--- src/rtl/keypad_matrix_responder.sv ---
// 4x4 matrix-keypad emulator: answers active-low row selects with active-low columns.
// Optional contact-bounce bursts on make/break are built when KEYPAD_RESP_BOUNCE_EN is defined.
`timescale 1ns/1ps
module keypad_matrix_responder #(
  parameter int unsigned BOUNCE_CYCLES = 20000,
  parameter int unsigned TOGGLE_DIV    = 256
) (
  input  logic       int_osc,
  input  logic       reset,
  input  logic [3:0] key,
  input  logic       press,
  input  logic       release_cmd,
  input  logic [3:0] r_sel,
  output logic [3:0] col,
  output logic       busy,
  output logic       contact
);

  localparam logic [1:0] ST_IDLE           = 2'd0;
  localparam logic [1:0] ST_PRESS_BOUNCE   = 2'd1;
  localparam logic [1:0] ST_HELD           = 2'd2;
  localparam logic [1:0] ST_RELEASE_BOUNCE = 2'd3;

  if (BOUNCE_CYCLES < 1 || TOGGLE_DIV < 1) begin : g_cfg_check
    $error("keypad_matrix_responder: BOUNCE_CYCLES and TOGGLE_DIV must be >= 1");
  end

  logic [1:0] state;
  logic [3:0] key_q;

`ifdef KEYPAD_RESP_BOUNCE_EN
  localparam int unsigned CW = $clog2(BOUNCE_CYCLES + 1);
  localparam int unsigned DW = (TOGGLE_DIV > 1) ? $clog2(TOGGLE_DIV) : 1;

  logic [CW-1:0] cnt;
  logic [DW-1:0] div;
  logic [7:0]    lfsr;
  logic [7:0]    lfsr_next;
  logic          div_hit;
  logic          cnt_zero;

  // x^8 + x^6 + x^5 + x^4 + 1, shifting toward the MSB
  assign lfsr_next = {lfsr[6:0], lfsr[7] ^ lfsr[5] ^ lfsr[4] ^ lfsr[3]};
  assign div_hit   = (div == DW'(TOGGLE_DIV - 1));
  assign cnt_zero  = (cnt == '0);

  always_ff @(posedge int_osc or posedge reset) begin
    if (reset) begin
      state   <= ST_IDLE;
      key_q   <= '0;
      contact <= 1'b0;
      cnt     <= '0;
      div     <= '0;
      lfsr    <= 8'hA5;
    end else begin
      case (state)
        ST_IDLE: begin
          contact <= 1'b0;
          if (press) begin
            key_q   <= key;
            state   <= ST_PRESS_BOUNCE;
            contact <= 1'b1;
            cnt     <= CW'(BOUNCE_CYCLES - 1);
            div     <= '0;
          end
        end
        ST_PRESS_BOUNCE, ST_RELEASE_BOUNCE: begin
          // the terminal edge settles the contact; no re-sample competes with it
          if (cnt_zero) begin
            state   <= (state == ST_PRESS_BOUNCE) ? ST_HELD : ST_IDLE;
            contact <= (state == ST_PRESS_BOUNCE);
          end else begin
            cnt <= cnt - CW'(1);
            if (div_hit) begin
              div     <= '0;
              lfsr    <= lfsr_next;
              contact <= lfsr_next[0];
            end else begin
              div <= div + DW'(1);
            end
          end
        end
        ST_HELD: begin
          contact <= 1'b1;
          if (release_cmd) begin
            state   <= ST_RELEASE_BOUNCE;
            contact <= 1'b0;
            cnt     <= CW'(BOUNCE_CYCLES - 1);
            div     <= '0;
          end
        end
        default: state <= ST_IDLE;
      endcase
    end
  end
`else
  always_ff @(posedge int_osc or posedge reset) begin
    if (reset) begin
      state   <= ST_IDLE;
      key_q   <= '0;
      contact <= 1'b0;
    end else begin
      case (state)
        ST_IDLE: begin
          contact <= 1'b0;
          if (press) begin
            key_q   <= key;
            state   <= ST_HELD;
            contact <= 1'b1;
          end
        end
        ST_HELD: begin
          contact <= 1'b1;
          if (release_cmd) begin
            state   <= ST_IDLE;
            contact <= 1'b0;
          end
        end
        ST_PRESS_BOUNCE, ST_RELEASE_BOUNCE: begin
          state   <= ST_IDLE;
          contact <= 1'b0;
        end
        default: state <= ST_IDLE;
      endcase
    end
  end
`endif

  assign busy = (state != ST_IDLE);

  // passive switch: only the latched row can pull the latched column low
  always_comb begin
    col = '1;
    if (contact && !r_sel[key_q[3:2]]) col[key_q[1:0]] = 1'b0;
  end

endmodule

--- config.mk ---
export PLATFORM = sky130hd
export DESIGN_NAME = keypad_matrix_responder
export DESIGN_NICKNAME = d
export VERILOG_FILES = /design/src/rtl/keypad_matrix_responder.sv
export SDC_FILE = /design/constraint.sdc
export NUM_CORES = 1
export LEC_CHECK = 0
export ABC_AREA = 1
export BUFFER_PORTS_ARGS = -buffer_cell sky130_fd_sc_hd__clkbuf_2
export CAP_MARGIN = 5
export CORE_AREA = 2 2 39 41
export CTS_CLUSTER_SIZE = 40
export DETAILED_ROUTE_END_ITERATION = 10
export DIE_AREA = 0 0 41 43
export PLACE_DENSITY = 0.44
export SYNTH_ARGS = -nofsm -noshare
export SYNTH_HDL_FRONTEND = slang
export SYNTH_SLANG_ARGS = --single-unit
--- constraint.sdc ---
create_clock -name int_osc -period 0.85 [get_ports int_osc]
set_input_delay 0.0425 -clock int_osc [delete_from_list [all_inputs] [get_ports int_osc]]
set_output_delay 0.0425 -clock int_osc [all_outputs]
set_load 0.05 [all_outputs]
==> reports/metrics.cfg <==
[global_route]
grt_max_degree=11
grt_pass1_vias=334
grt_pass1_wl_um=1260
grt_use_total_pct=10.9
grt_remaining_overflow=0
antenna_found_initial=0

[run_status]
outcome=finished, violations left
violations=negative setup slack

[yosys]
synth_edf_count=0
yosys_warnings=0
avgSynthCellArea_um2=7.92
synthFlopType=dfrtp_1
synth_area_leaders=dfrtp_1 (49%), nor2_1 (8.5%), nand2_2 (8.1%), inv_1 (7.3%), a21oi_1 (6.5%)
synth.largest_area_cell=dfrtp_1
ys_seq_elements=6
synthTopCellsByCount=nor2_1 (7), dfrtp_1 (6), inv_1 (6)
seq_area_frac_synth_pct=48.6
netlist.area_leader.share_pct=48.6
synth_nets=51
ys_types=10
synthCells=39
synth.most_common_cell=nor2_1
synth.cell_area_um2=309
ys_async_sr_fraction_pct=100

[timing]
max_slew_margin_pct=84.0
fin_crit_sh_pct=145
setup_viol=6
worst_pin_slew_ns=0.240
fmax_ghz=0.810
rsz0062_at_grt=true
hold_slack_ns=0.0676
tns_ns=-1.69
layout_setup_ws_ns=-0.385
min_period_ns=1.23
slew_violations=0
skew_ns=0.00210
finalHoldViolations=0

[critical_path]
cp_max_fo=4
crit_type=flop to primary output
path_cells=nand2_1, nand3_2, nand2_4, nand3_4, buf_8
worstSetupStartpointType=flop
r2r_start=state[1]
cp_data_required_time_ns=0.81
r2r_setup_slack_ns=0.01
r2r-end=key_q[1]
critPathSlowestCell=dfrtp_1
arrival_ns=1.19
reg2reg_depth=4
critPathMaxStageDelay_ns=0.39
cp-end-kind=primary output
crit_start=key_q[2]
setup.worst_path.end=col[1]

[route]
drt-pass1-iter-count=2
num_vias=355
drc_errors=0
ant_nets=0
drt-total-wl_um=809
drtIter0Drc=2
avgRoutedWirePerCell_um=9.75
via_per_inst=4.28

[clocking]
htree_levels=1
cts_made_buffers=3
tritoncts=done
cts_buffer_depth=2
clk-insertion-delay-late_ns=0.24
cts_root_buffer=clkbuf_4
clock_sinks=6
clk_pin_slew_ns=0.04

[power]
internal_power_uw=792
pwr-share-comb_pct=49.8
finalPower_mw=1.34
peakVddDrop_v=0.00102
power_density_nw_per_um2=1930
power.leakage_nw=0.319
p_clk_share_pct=19.2
switching_share_pct=40.8
switchingPower_uw=544
seq_power_share_pct=31.0

[worst_hold_path]
min_path_type=primary input to flop

[place]
dpl.hpwl_um=572
io_buffers=17
placed_area_um2=507
routabilityCongestion=0.664

[floorplanning]
start_util_pct=22.3
rows=14
die_area_um2=1760
coreArea_um2=1380
die_h_um=43
io_pins=18
die_w_um=41

[final_layout]
nets=81
final_util_pct=50.1
layout-drive-gt1-share_pct=70.1
n_antenna_cell=0
area_delta_synth_final_pct=124
fin_area_um2=693

[job]
max_cap_viol_count=0

-- registers in the layout, indices dropped and copies added, names as in the netlist --
name	cells
key_q	4
contact	1
state	1
-- layout by cell type, fill, tap and decap left out --
cell,synthesis,final
nand3_4,0,4
clkbuf_4,0,3
nand2_2,4,2
nor2_1,7,3
inv_1,6,5
clkbuf_2,0,11
dfrtp_2,0,2
buf_4,0,5
clkbuf_16,0,1
a21oi_1,4,1
nand2_1,3,3
nand3_2,2,2
nor2_4,0,4
clkinv_4,0,1
o21ai_0,2,2
nand2_8,0,1
inv_2,1,1
nand2_4,0,2
buf_8,0,5
a21oi_2,0,3
dfrtp_1,6,4
dlygate4sd3_1,0,2
-- worst min path at each step --
stage | cells after the start | start | slack, ns | end
2_1_floorplan | 1 | reset | -0.17 | key_q[0]
3_3_place_gp | 2 | reset | -0.05 | key_q[2]
3_5_place_dp | 2 | reset | -0.05 | key_q[2]
4_1_cts | 3 | key[3] | 0.05 | key_q[3]
5_1_grt | 3 | key[2] | 0.07 | key_q[2]
6_report | 3 | key[1] | 0.07 | key_q[1]
-- per-stage QoR --
| stage | setup slack [ns] | std cells |
|---|---|---|
| 2_1_floorplan | -0.0743 | 39 |
| 3_3_place_gp | -0.223 | 76 |
| 3_5_place_dp | -0.233 | 76 |
| 4_1_cts | -0.414 | 81 |
| 5_1_grt | -0.451 | 83 |
| 6_report | -0.385 | 83 |
-- area by class of cell --
cell class	count	area, um^2
clock buffers	3	22.5
repair buffers	24	213
multi-input cells	27	254
well taps	16	20.0
inverters	7	31.3
flip-flops and latches	6	153
fillers	136	691
-- power groups by stage --
| stage | sequential (mW) | clock (mW) | combinational (mW) |
|---|---|---|---|
| finish | 0.414 | 0.257 | 0.665 |
| global route | 0.421 | 0.284 | 0.715 |
| CTS | 0.409 | 0.265 | 0.577 |
| detailed placement | 0.409 | 0 | 0.499 |
| global placement | 0.408 | 0 | 0.499 |
| floorplan | 0.451 | 0 | 0.308 |
-- metal layers --
layer	global-route usage, %	vias up	part of all wire [%]
li1	-	182	-
met1	11.5	163	43
met2	17.2	8	53
met3	1.57	2	3.3
met4	10.0	0	0.99
met5	0	-	0
-- cell families (layout without fill, tap and decap cells) --
family	after synthesis	in the layout	share of synthesized area [%]
simple gates	20	21	33.2
buf+inv	7	34	8.50
compound gates	6	6	9.72
flops	6	6	48.6
-- worst max-delay path, delay by kind of cell, from the launching register on --
kind,cells,cell delay [ns]
AND/OR/NAND/NOR,4,0.40
flip-flops,1,0.39
buffers and inverters,1,0.16
-- timing repair --
| action | in CTS | in global routing |
|---|---|---|
| pin swaps | 0 | 4 |
| buffers inserted | 0 | 1 |
| resized for setup | 13 | 20 |
| endpoints found under the setup margin | 6 | 10 |
| hold buffers | 2 | 0 |
| cloned | 0 | 1 |
| hold endpoints to repair | 8 | 0 |
Power figures use the tool's default switching activity.
